--- src/rtl/div_pkg.sv ---
// Shared types and constants for the repeated-subtraction divider.
package div_pkg;

    localparam int unsigned DIV_WIDTH = 8;

    typedef logic [1:0] state_t;

    localparam state_t IDLE = 2'd0;
    localparam state_t ITER = 2'd1;
    localparam state_t DONE = 2'd2;

endpackage

--- src/rtl/div_datapath.sv ---
// Datapath for the repeated-subtraction divider: running remainder R, divisor D,
// quotient count Q and the divide-by-zero flag, steered by the controller.
module div_datapath
    import div_pkg::*;
#(
    parameter int unsigned WIDTH = DIV_WIDTH
) (
    input  logic             clk,
    input  logic             rst,
    input  logic             ld,
    input  logic             ld_fast,
    input  logic             sub,
    input  logic             set_dz,
    input  logic [WIDTH-1:0] dividend,
    input  logic [WIDTH-1:0] divisor,
    output logic             ge,
    output logic             dz,
    output logic             div_by_zero,
    output logic [WIDTH-1:0] quotient,
    output logic [WIDTH-1:0] remainder
);

    logic [WIDTH-1:0] r_q, r_d;
    logic [WIDTH-1:0] d_q, d_d;
    logic [WIDTH-1:0] q_q, q_d;
    logic             dbz_q, dbz_d;

    assign ge = (r_q >= d_q);
    assign dz = (d_q == '0);

    always_comb begin
        r_d   = r_q;
        d_d   = d_q;
        q_d   = q_q;
        dbz_d = dbz_q;
        if (ld) begin
            dbz_d = 1'b0;
            d_d   = divisor;
            // Unit divisor shortcut: the whole dividend is the quotient.
            if (ld_fast) begin
                q_d = dividend;
                r_d = '0;
            end else begin
                q_d = '0;
                r_d = dividend;
            end
        end else if (set_dz) begin
            dbz_d = 1'b1;
            q_d   = '1;
        end else if (sub) begin
            r_d = r_q - d_q;
            q_d = q_q + WIDTH'(1);
        end
    end

    always_ff @(posedge clk or posedge rst) begin
        if (rst) begin
            r_q   <= '0;
            d_q   <= '0;
            q_q   <= '0;
            dbz_q <= 1'b0;
        end else begin
            r_q   <= r_d;
            d_q   <= d_d;
            q_q   <= q_d;
            dbz_q <= dbz_d;
        end
    end

    assign quotient    = q_q;
    assign remainder   = r_q;
    assign div_by_zero = dbz_q;

endmodule

--- src/rtl/repeated_sub_divider.sv ---
// Unsigned divider by repeated subtraction: controller FSM around div_datapath.
// Optional DIV_FAST_PATH_EN completes divisor==1 directly on accept.
module repeated_sub_divider
    import div_pkg::*;
#(
    parameter int unsigned WIDTH = DIV_WIDTH
) (
    input  logic             clk,
    input  logic             rst,
    input  logic             start,
    input  logic [WIDTH-1:0] dividend,
    input  logic [WIDTH-1:0] divisor,
    output logic             busy,
    output logic             done,
    output logic             div_by_zero,
    output logic [WIDTH-1:0] quotient,
    output logic [WIDTH-1:0] remainder
);

    state_t state_q, state_d;

    logic ld;
    logic ld_fast;
    logic sub;
    logic set_dz;
    logic ge;
    logic dz;
    logic fast_ok;

`ifdef DIV_FAST_PATH_EN
    assign fast_ok = (divisor == WIDTH'(1));
`else
    assign fast_ok = 1'b0;
`endif

    always_comb begin
        state_d = state_q;
        ld      = 1'b0;
        ld_fast = 1'b0;
        sub     = 1'b0;
        set_dz  = 1'b0;
        case (state_q)
            IDLE: begin
                if (start) begin
                    ld      = 1'b1;
                    ld_fast = fast_ok;
                    state_d = fast_ok ? DONE : ITER;
                end
            end
            ITER: begin
                // Zero divisor must win before the compare, which would loop forever.
                if (dz) begin
                    set_dz  = 1'b1;
                    state_d = DONE;
                end else if (ge) begin
                    sub = 1'b1;
                end else begin
                    state_d = DONE;
                end
            end
            DONE: state_d = IDLE;
            default: state_d = IDLE;
        endcase
    end

    always_ff @(posedge clk or posedge rst) begin
        if (rst) begin
            state_q <= IDLE;
        end else begin
            state_q <= state_d;
        end
    end

    assign busy = (state_q == ITER) || (state_q == DONE);
    assign done = (state_q == DONE);

    div_datapath #(
        .WIDTH (WIDTH)
    ) u_datapath (
        .clk         (clk),
        .rst         (rst),
        .ld          (ld),
        .ld_fast     (ld_fast),
        .sub         (sub),
        .set_dz      (set_dz),
        .dividend    (dividend),
        .divisor     (divisor),
        .ge          (ge),
        .dz          (dz),
        .div_by_zero (div_by_zero),
        .quotient    (quotient),
        .remainder   (remainder)
    );

endmodule

--- config.mk ---
export PLATFORM = sky130hd
export DESIGN_NAME = repeated_sub_divider
export DESIGN_NICKNAME = d
export VERILOG_FILES = /design/src/rtl/div_pkg.sv /design/src/rtl/div_datapath.sv /design/src/rtl/repeated_sub_divider.sv
export SDC_FILE = /design/constraint.sdc
export NUM_CORES = 1
export LEC_CHECK = 0
export BUFFER_PORTS_ARGS = -buffer_cell sky130_fd_sc_hd__buf_2
export CAP_MARGIN = 10
export CELL_PAD_IN_SITES_DETAIL_PLACEMENT = 1
export CELL_PAD_IN_SITES_GLOBAL_PLACEMENT = 1
export CORE_MARGIN = 1.5
export CORE_UTILIZATION = 40
export CTS_BUF_LIST = sky130_fd_sc_hd__clkbuf_8 sky130_fd_sc_hd__clkbuf_16
export CTS_CLUSTER_DIAMETER = 50
export DETAILED_ROUTE_END_ITERATION = 8
export PLACE_DENSITY = 0.86
export SLEW_MARGIN = 20
export SYNTH_ARGS = -nofsm -noshare
export SYNTH_HDL_FRONTEND = slang
export SYNTH_SLANG_ARGS = --single-unit
--- constraint.sdc ---
create_clock -name clk -period 2.6 [get_ports clk]
set_input_delay 0 -clock clk [delete_from_list [all_inputs] [get_ports clk]]
set_output_delay 0 -clock clk [all_outputs]
set_load 0.01 [all_outputs]
==> results of run 1 <==
critical path: cells and delay by family, from the launching register on:
kind	cells	cell delay [ns]
AOI/OAI and AO/OA	3	0.66
DFF	1	0.43
adders and majority gates	2	0.60
and+or+nand+nor	3	0.66
sequential cells by signal, summed over array words and instances, names as in the netlist:
signal and cells:
u_datapath.quotient 8, u_datapath.d_q 8, u_datapath.remainder 8, state_q 2, u_datapath.div_by_zero 1
power by group:
| part | internal, mW | switching (mW) | total (mW) |
|---|---|---|---|
| Clock | 0.108 | 0.139 | 0.247 |
| Sequential | 0.601 | 0.163 | 0.764 |
| Combinational | 0.825 | 1.12 | 1.94 |
| Total | 1.53 | 1.42 | 2.95 |
through the flow:
stage / setup WS, ns / utilization, %
2_1_floorplan: 0.304 / -
3_3_place_gp: 0.276 / 46.5
3_5_place_dp: 0.200 / 46.5
4_1_cts: 0.175 / 51.3
5_1_grt: 0.0141 / 51.3
6_report: 0.182 / 51.3
metal layers:
layer | track usage (%) | wire length (um)
met5 | 0 | 0
met4 | 5.88 | 42
met3 | 2.62 | 123
met2 | 35.6 | 2320
met1 | 28.4 | 2240
kinds of logic (layout without fill, tap and decap cells):
group | after synthesis | in the layout
simple gates | 70 | 70
xor+xnor | 4 | 4
compound gates | 52 | 52
mux | 5 | 5
flops | 27 | 27
buf+inv | 24 | 75
fa+ha+maj | 14 | 14
timing repair:
action,4_1_cts,5_1_grt
hold buffers,16,0
hold endpoints to repair,18,0
resized for setup,0,0
Yosys cell counts (3+ instances only):
library cell and instances:
a21oi_1 11, a31oi_1 5, clkbuf_1 6, dfrtp_1 27
ha_1 13, inv_1 15, mux2i_1 4, nand2_1 23
nand2b_1 3, nand3_1 11, nor2_1 12, nor3_1 3
o21ai_0 14
area by class of cell:
class | instances | area share [%]
tap | 52 | 2.95
inverter | 15 | 2.56
multi-input combinational | 145 | 45.0
timing repair buffer | 56 | 16.7
clock inverter | 1 | 0.227
sequential | 27 | 30.7
clock buffer | 3 | 1.88
path summary, 6_finish.rpt:
check / cells past startpoint / start / end / slack, ns
setup / recovery: 8 / u_datapath.d_q[0] / u_datapath.remainder[4] / 0.18
hold / removal: 3 / dividend[2] / u_datapath.remainder[2] / 0.001
setup reg to reg: 8 / u_datapath.d_q[0] / u_datapath.remainder[4] / 0.18
hold reg to reg: 1 / state_q[1] / state_q[1] / 0.56
max in group asynchronous: 3 / rst / u_datapath.remainder[5] / 1.79
min in group asynchronous: 3 / rst / u_datapath.quotient[2] / 0.36
==> flow_metrics.tcl, run 1 <==
set metrics [dict create \
    post-cts-setup-buffers 0 \
    place.detailed.instances 279 \
    die-area_um2 4830 \
    cp_cell_sequence "ha_1 -> fa_1 -> nand2b_1 -> a21oi_2 -> o21bai_2 -> a21o_1 -> or3_1 -> nand3_1" \
    quantity_of_i_o_buffers_inserted_on_ports 37 \
    max-vdd-ir-drop_mv 0.637 \
    synth_top_area_share_pct 38.2 \
    synth_cells 196 \
    critical_path.startpoint_type "flip-flop" \
    setup_viol 0 \
    die_w_um 69.5 \
    number_of_distinct_library_cell_variants_in_the_gate_level_netlist_after_synthesis 50 \
    post_drt_wl_per_cell_um 15.8 \
    critical_path.slowest_cell "dfrtp_1" \
    cts_tree "done" \
    cp_data_required_time_ns 2.81 \
    worst-slew-pin-transition_ns 0.977 \
    final.period_utilization_pct 93.0 \
    layout.cells.non_filler 299 \
    worstPathArrival_ns 2.63 \
    leakage_nw 1.02 \
    synth_top_flop_cell "dfrtp_1" \
    finalWorstPathRequiredPeriod_ns 2.42 \
    i_o_pin_count 38 \
    finalHoldViolCount 0 \
    synth_xor_area_share_pct 1.98 \
    cts_buffers 3 \
    n_antenna_cell 0 \
    worstHoldPathType "in -> reg" \
    largest_net_degree_at_the_start_of_global_routing 28 \
    netlist_top_cells_area "dfrtp_1 38%, ha_1 9.2%, nand2_1 4.9%, o21ai_0 4.0%, inv_1 3.2%" \
    placement.cell_area_um2 2000 \
    max_slew_margin_pct 34.5 \
    timing.critical_path.fanout_max 11 \
    antenna_found_initial 0 \
    routed_via_density 5.46 \
    synth_top_cell_by_area "dfrtp_1" \
    detail-route-antenna-nets 0 \
    mostFrequentLayoutCells "37 x buf_2, 27 x dfrtp_1, 23 x nand2_1" \
    drc_errors 0 \
    initial_standard_cell_utilization_of_the_core_pct 41.2 \
    gp_routability_congestion 0.857 \
    die-height_um 69.5 \
    layout.filler_cells 537 \
    syn_area_per_cell_um2 9.03 \
    proportion_of_register_bits_with_asynchronous_set_or_reset_after_synthesis_pct 100 \
    fin_area_um2 2200 \
    grt_setup_unrepaired "no" \
    synth.yosys.seq_area_share_pct 38.2 \
    synth_compound_gate_area_share_pct 21.0 \
    share_of_cells_above_drive_strength_1_pct 23.1 \
    fin_worst_hold_slack_ns 0.00118 \
    dpl.hpwl_um 3490 \
    timing.final.max_slew_violations 0 \
    grt_pass1_wl_um 8230 \
    clock_tree.buffer_depth 2 \
    synthToLayoutAreaGrowth_pct 24.5 \
    master_cell_of_the_clock_root_buffer "clkbuf_8" \
    coreArea_um2 4290 \
    number_of_global_route_vias_before_repair 1701 \
    clock.fmax_ghz 0.414 \
    syn-cell-area_um2 1770 \
    cts_num_sinks 27 \
    final.setup.tns_ns 0 \
    layout_commonest_cell "buf_2" \
    yosys_register_bits 27 \
    synth_edf_count 0 \
    fin_nets 281 \
    multi_input_comb_area_um2 991 \
    core.rowCount 24 \
    finalPower_mw 2.95 \
    seqCellArea_um2 676 \
    synth_top_family_by_area "compound AO/OA/AOI/OAI gates" \
    htree_levels 1 \
    dr.pass1.iters 4 \
    synthAdderAreaFrac_pct 10.3 \
    global_route.overflow_total 0 \
    drt-total-wl_um 4720 \
    drtIter0Drc 53 \
    timing.max_cap.violations 0 \
    critical_path.endpoint_type "flip-flop" \
    synth.yosys.warnings 0 \
    synth_nets 229 \
    result_of_the_run "completed" \
    clkLatencyLatePin_ns 0.28 \
    yosys.area_share.simple_pct 19.6 \
    routed-via-count 1634 \
    worstSetupPathType "reg -> reg" \
    worst_path_largest_cell_delay_ns 0.43 \
    power-per-cell-area_nw_per_um2 1340 \
    worst_skew_ns 0.00831 \
    gr-usage-all-layers_pct 21.0 \
    yosys-mux-area-fraction_pct 3.11 \
    clk_transition_reported_paths_ns 0.10 \
]
No activity file was read; power rests on OpenSTA's default activity.
==> run 2: changes to the inputs <==
CORE_ASPECT_RATIO = 0.7   (was default)
CORE_MARGIN = default   (was 1.5)
==> flow_metrics.tcl, run 2 (synthesis results as in run 1) <==
set metrics [dict create \
    worstSetupPathType "reg -> reg" \
    drt-total-wl_um 5010 \
    die_w_um 81.5 \
    grt_pass1_wl_um 8110 \
    cts_num_sinks 27 \
    core.rowCount 19 \
    timing.rr.end "u_datapath.remainder[4]" \
    wl_met2_um 2260 \
    worst_skew_ns 0.00349 \
    htree_levels 1 \
    finalHoldViolCount 0 \
    dr.pass1.iters 4 \
    drc_errors 0 \
    i_o_pin_count 38 \
    combinational_share_of_power_pct 65.7 \
    timing.critical_path.max_delay_family "compound AO/OA/AOI/OAI gates" \
    worstPathBufferInverterCount 0 \
    power-per-cell-area_nw_per_um2 1350 \
    post_drt_wl_per_cell_um 16.7 \
    mostFrequentLayoutCells "37 x buf_2, 27 x dfrtp_1, 23 x nand2_1" \
    clock.fmax_ghz 0.409 \
    min_delay_worst_endpoint "u_datapath.remainder[2]" \
    cp_cell_sequence "ha_1 -> fa_1 -> nand2b_1 -> a21oi_2 -> o21bai_2 -> a21o_1 -> or3_1 -> nand3_1" \
    fin_nets 281 \
    netSwitchingFraction_pct 48.6 \
    timing.final.max_slew_violations 0 \
    cts_tree "done" \
    initial_standard_cell_utilization_of_the_core_pct 43.5 \
    maxUsedRoutingLayer "met4" \
    leakage_nw 1.03 \
    routed-via-count 1662 \
    drtIter0Drc 43 \
    cp_data_required_time_ns 2.82 \
    finalPower_mw 2.98 \
    clock_tree.buffer_depth 2 \
    timing.critical_path.fanout_max 11 \
    timing.final.ws_setup_ns 0.156 \
    gr-usage-all-layers_pct 23.3 \
    critical_path.slowest_cell "dfrtp_1" \
    power_frac_seq_pct 26.1 \
    final.setup.tns_ns 0 \
    routed_via_density 5.56 \
    final.period_utilization_pct 94.0 \
    pwr-share-clk_pct 8.2 \
    grt_setup_unrepaired "no" \
    gp_routability_congestion 0.896 \
    antenna_found_initial 0 \
    worst-slew-pin-transition_ns 0.612 \
    layout_commonest_cell "buf_2" \
    worst_path_largest_cell_delay_ns 0.43 \
    power.internal_mw 1.53 \
    switchingPower_mw 1.45 \
    timing.max_cap.violations 0 \
    die-height_um 57.6 \
    worstPathArrival_ns 2.66 \
    synthToLayoutAreaGrowth_pct 24.4 \
    worst_r2r_startpoint "u_datapath.d_q[0]" \
    coreArea_um2 4070 \
    die-area_um2 4700 \
    master_cell_of_the_clock_root_buffer "clkbuf_8" \
    clkLatencyLatePin_ns 0.28 \
    worstHoldPathType "in -> reg" \
    max-vdd-ir-drop_mv 0.629 \
    reg2reg_depth 8 \
    cts_buffers 3 \
    number_of_global_route_vias_before_repair 1675 \
    place_worst_setup_slack_ns 0.196 \
    dpl.hpwl_um 3670 \
    max_slew_margin_pct 59.1 \
    finish.utilization_pct 54.1 \
    finalWorstPathRequiredPeriod_ns 2.44 \
    holdCritStartpoint "dividend[2]" \
    setup_viol 0 \
    largest_net_degree_at_the_start_of_global_routing 28 \
    met1_layer_wirelength_in_the_final_routing_um 2510 \
    critical_path.endpoint_type "flip-flop" \
    share_of_cells_above_drive_strength_1_pct 23.1 \
    cts_resized 0 \
    critical_path.startpoint_type "flip-flop" \
    detail-route-antenna-nets 0 \
    reg2reg_setup_slack_ns 0.16 \
    n_antenna_cell 0 \
    clk_transition_reported_paths_ns 0.09 \
    quantity_of_i_o_buffers_inserted_on_ports 37 \
    global_route.overflow_total 0 \
    worst_hold_path_cells 3 \
    wl_met3_um 197 \
    result_of_the_run "completed" \
]
[run 2: cell type report]
type                       count  area, um2
multi-input combinational    145        991
clock buffer                   3       41.3
timing repair buffer          56        368
clock inverter                 1       3.75
fill                         491       1860
sequential                    27        676
tap                           52       65.1
inverter                      15       56.3
[run 2: stage by stage]
step                area (um2)  hold slack (ns)  cells
floorplan                 1770           0.0527    196
global placement          2000            0.208    279
detailed placement        2000            0.206    279
CTS                       2200         0.000938    299
global route              2200          0.00728    299
finish                    2200          0.00136    299
[run 2: how the worst max path moves through the flow]
stage                                 start                 endpoint  slack, ns  cells past startpoint
detailed placement  u_datapath.remainder[0]  u_datapath.remainder[4]       0.20                      9
floorplan           u_datapath.remainder[0]               state_q[0]       0.30                      9
finish                    u_datapath.d_q[0]  u_datapath.remainder[4]       0.16                      8
global placement          u_datapath.d_q[0]  u_datapath.remainder[4]       0.27                      8
global route        u_datapath.remainder[0]   u_datapath.quotient[7]       0.04                      9
CTS                 u_datapath.remainder[0]  u_datapath.remainder[4]       0.17                      9
[run 2: power by group through the flow]
stage | combinational, mW | sequential [mW] | clock [mW]
floorplan | 1.43 | 0.776 | 0
global placement | 1.85 | 0.769 | 0
detailed placement | 1.93 | 0.780 | 0
CTS | 1.96 | 0.777 | 0.253
global route | 2.16 | 0.798 | 0.266
finish | 1.96 | 0.778 | 0.244
[run 2: per-layer routing]
layer	global-route usage [%]	up-vias
li1	-	796
met1	32.0	815
met2	37.9	47
met3	4.25	4
met4	5.61	0
met5	0	-
[run 2: timing repair]
item	in CTS	in global routing
setup buffers	0	0
endpoints found under the hold margin	29	0
hold buffers	16	0
[run 2: worst reg2reg max path: cells and delay by family, from the launching register on]
kind | cells | cell delay (ns)
AOI/OAI and AO/OA | 3 | 0.69
and+or+nand+nor | 3 | 0.66
DFF | 1 | 0.43
adders and majority gates | 2 | 0.60
==> run 3: changes to the inputs <==
ABC_AREA = 1   (was default)
CORE_UTILIZATION = 39   (was 40)
PLACE_DENSITY = 0.87   (was 0.86)
==> flow_metrics.tcl, run 3 <==
set metrics [dict create \
    result_of_the_run "completed" \
    layout.filler_cells 580 \
    quantity_of_i_o_buffers_inserted_on_ports 37 \
    switchingPower_mw 1.67 \
    drc_errors 0 \
    drt-total-wl_um 5270 \
    yosys_register_bits 27 \
    critPathCapture "u_datapath.quotient[7]" \
    core.rowCount 20 \
    synth_cells 255 \
    proportion_of_register_bits_with_asynchronous_set_or_reset_after_synthesis_pct 100 \
    synth_top_area_share_pct 35.9 \
    number_of_global_route_vias_before_repair 1910 \
    synth.yosys.warnings 0 \
    coreArea_um2 4480 \
    synth_nets 288 \
    cp_startpoint "u_datapath.remainder[0]" \
    master_cell_of_the_clock_root_buffer "clkbuf_8" \
    power.internal_mw 1.51 \
    netlist_top_cells_area "dfrtp_1 36%, nand2_1 17%, ha_1 8.6%, nand3_1 6.6%, inv_1 6.2%" \
    timing.critical_path.fanout_max 19 \
    worstHoldPathType "in -> reg" \
    leakage_nw 1.23 \
    cts_tree "done" \
    cp_data_required_time_ns 2.82 \
    fin_worst_hold_slack_ns 0.0358 \
    netSwitchingFraction_pct 52.5 \
    layout.cells.non_filler 356 \
    die-area_um2 5110 \
    gr-usage-all-layers_pct 22.9 \
    finalHoldViolCount 0 \
    clkLatencyLatePin_ns 0.29 \
    setup_viol 0 \
    synth.yosys.seq_area_share_pct 35.9 \
    finish.utilization_pct 50.4 \
    mostFrequentLayoutCells "85 x nand2_1, 37 x buf_2, 30 x inv_1" \
    critical_path.endpoint_type "flip-flop" \
    reg2reg_setup_slack_ns 0.58 \
    critical_path.startpoint_type "flip-flop" \
    place.detailed.instances 341 \
    grt_setup_unrepaired "no" \
    final.period_utilization_pct 77.6 \
    timing.max_cap.violations 0 \
    synth_top_flop_cell "dfrtp_1" \
    synth_top_cell_by_area "dfrtp_1" \
    timing.final.max_slew_violations 0 \
    synth_edf_count 0 \
    htree_levels 1 \
    power_frac_seq_pct 25.0 \
    combinational_share_of_power_pct 66.8 \
    clock.fmax_ghz 0.495 \
    i_o_pin_count 38 \
    worstPathArrival_ns 2.24 \
    post_drt_wl_per_cell_um 14.8 \
    worst-slew-pin-transition_ns 0.600 \
    max_slew_margin_pct 59.9 \
    global_route.overflow_total 0 \
    share_of_cells_above_drive_strength_1_pct 18.9 \
    worst_skew_ns 0.0176 \
    cts_num_sinks 27 \
    die_w_um 85.1 \
    clock_tree.buffer_depth 2 \
    synth_top_cells_by_count "85 x nand2_1, 31 x inv_1, 27 x dfrtp_1" \
    n_antenna_cell 0 \
    finalWorstPathRequiredPeriod_ns 2.02 \
    worstSetupPathType "reg -> reg" \
    worst_r2r_startpoint "u_datapath.remainder[0]" \
    post-synth-top-count-cell "nand2_1" \
    largest_net_degree_at_the_start_of_global_routing 36 \
    detail-route-antenna-nets 0 \
    power-per-cell-area_nw_per_um2 1410 \
    routed_via_density 5.11 \
    layout_commonest_cell "nand2_1" \
    max-vdd-ir-drop_mv 0.685 \
    multi_input_comb_area_um2 1040 \
    timing.rr.end "u_datapath.quotient[7]" \
    seqCellArea_um2 676 \
    initial_standard_cell_utilization_of_the_core_pct 42.0 \
    syn-cell-area_um2 1880 \
    cts_buffers 3 \
    die-height_um 60.1 \
    pwr-share-clk_pct 8.2 \
    dpl.hpwl_um 3870 \
    reg2reg_depth 14 \
    dr.pass1.iters 4 \
    antenna_found_initial 0 \
    syn_area_per_cell_um2 7.38 \
    final.setup.tns_ns 0 \
    placement.cell_area_um2 2100 \
    fin_area_um2 2260 \
    grt_pass1_wl_um 9040 \
    fin_nets 335 \
    number_of_distinct_library_cell_variants_in_the_gate_level_netlist_after_synthesis 28 \
    synthToLayoutAreaGrowth_pct 19.8 \
    drtIter0Drc 83 \
    routed-via-count 1818 \
    gp_routability_congestion 0.798 \
    clk_transition_reported_paths_ns 0.11 \
]
[run 3: changes by cell type after synthesis, sizes merged, moves of 3 or more]
cell and change:
nand2b -3, and2 -3, a31oi -5, nand2 +68, mux2i -4, a211oi -3
clkbuf -4, inv +18, nand4 +8, nand3 +14, nor2 -3
[run 3: layout make-up]
type	instances	share of cell area, %
Timing Repair Buffer	49	13.4
Multi-Input combinational cell	188	45.9
Clock inverter	1	0.333
Sequential cell	27	30.0
Inverter	33	5.49
Tap cell	55	3.05
Clock buffer	3	1.83
[run 3: logic make-up (layout without fill, tap and decap cells)]
group | count (synthesis) | after routing | share of synthesized area, %
simple gates | 141 | 141 | 35.2
buf+inv | 40 | 86 | 9.10
flops | 27 | 27 | 35.9
fa+ha+maj | 14 | 14 | 9.70
compound gates | 29 | 29 | 8.24
xor+xnor | 4 | 4 | 1.86
[run 3: per-layer routing]
metal	share of wire, %	global-route usage [%]	up-vias	routed length [um]
met3	3.2	4.14	5	169
li1	-	-	914	-
met5	0	0	-	0
met1	50	30.8	869	2640
met2	46	40.0	30	2430
met4	0.63	2.42	0	33
[run 3: worst max-delay path: stages (launching register included)]
cell and delay (ns):
dfrtp_1 0.37, inv_1 0.06, ha_1 0.22, fa_1 0.41, inv_1 0.07, nand2_1 0.05, nand2_1 0.11, nand2_2 0.07
nand2_2 0.08, nand2_4 0.06, nand2_4 0.08, nand2_8 0.11, nand3_4 0.13, nand2_1 0.09, nand2_1 0.07
[run 3: power groups by stage]
| stage | sequential, mW | clock [mW] | combinational (mW) |
|---|---|---|---|
| 2_1_floorplan | 0.814 | 0 | 1.56 |
| 3_3_place_gp | 0.801 | 0 | 2.01 |
| 3_5_place_dp | 0.807 | 0 | 2.10 |
| 4_1_cts | 0.799 | 0.265 | 2.12 |
| 5_1_grt | 0.826 | 0.281 | 2.42 |
| 6_report | 0.796 | 0.260 | 2.13 |
[run 3: how the worst min path moves through the flow]
stage / startpoint / cells past startpoint / slack, ns / endpoint
3_3_place_gp: divisor[6] / 3 / 0.20 / u_datapath.d_q[6]
2_1_floorplan: rst / 1 / 0.05 / state_q[0]
5_1_grt: dividend[0] / 5 / 0.05 / u_datapath.remainder[0]
6_report: dividend[2] / 5 / 0.04 / u_datapath.remainder[2]
4_1_cts: rst / 2 / 0.01 / u_datapath.quotient[3]
3_5_place_dp: divisor[0] / 3 / 0.21 / u_datapath.d_q[0]
[run 3: what timing repair did]
item                      CTS  global route
hold buffers               10             1
hold endpoints to repair   10            27
setup buffers               0             0
gates resized for setup     0             0
[run 3: through the flow]
| step | setup WS [ns] | total power [mW] |
|---|---|---|
| after global placement | 0.703 | 2.81 |
| after detailed placement | 0.618 | 2.91 |
| after CTS | 0.580 | 3.19 |
| final | 0.582 | 3.18 |
| after floorplan | 0.675 | 2.37 |
| after global routing | 0.419 | 3.53 |
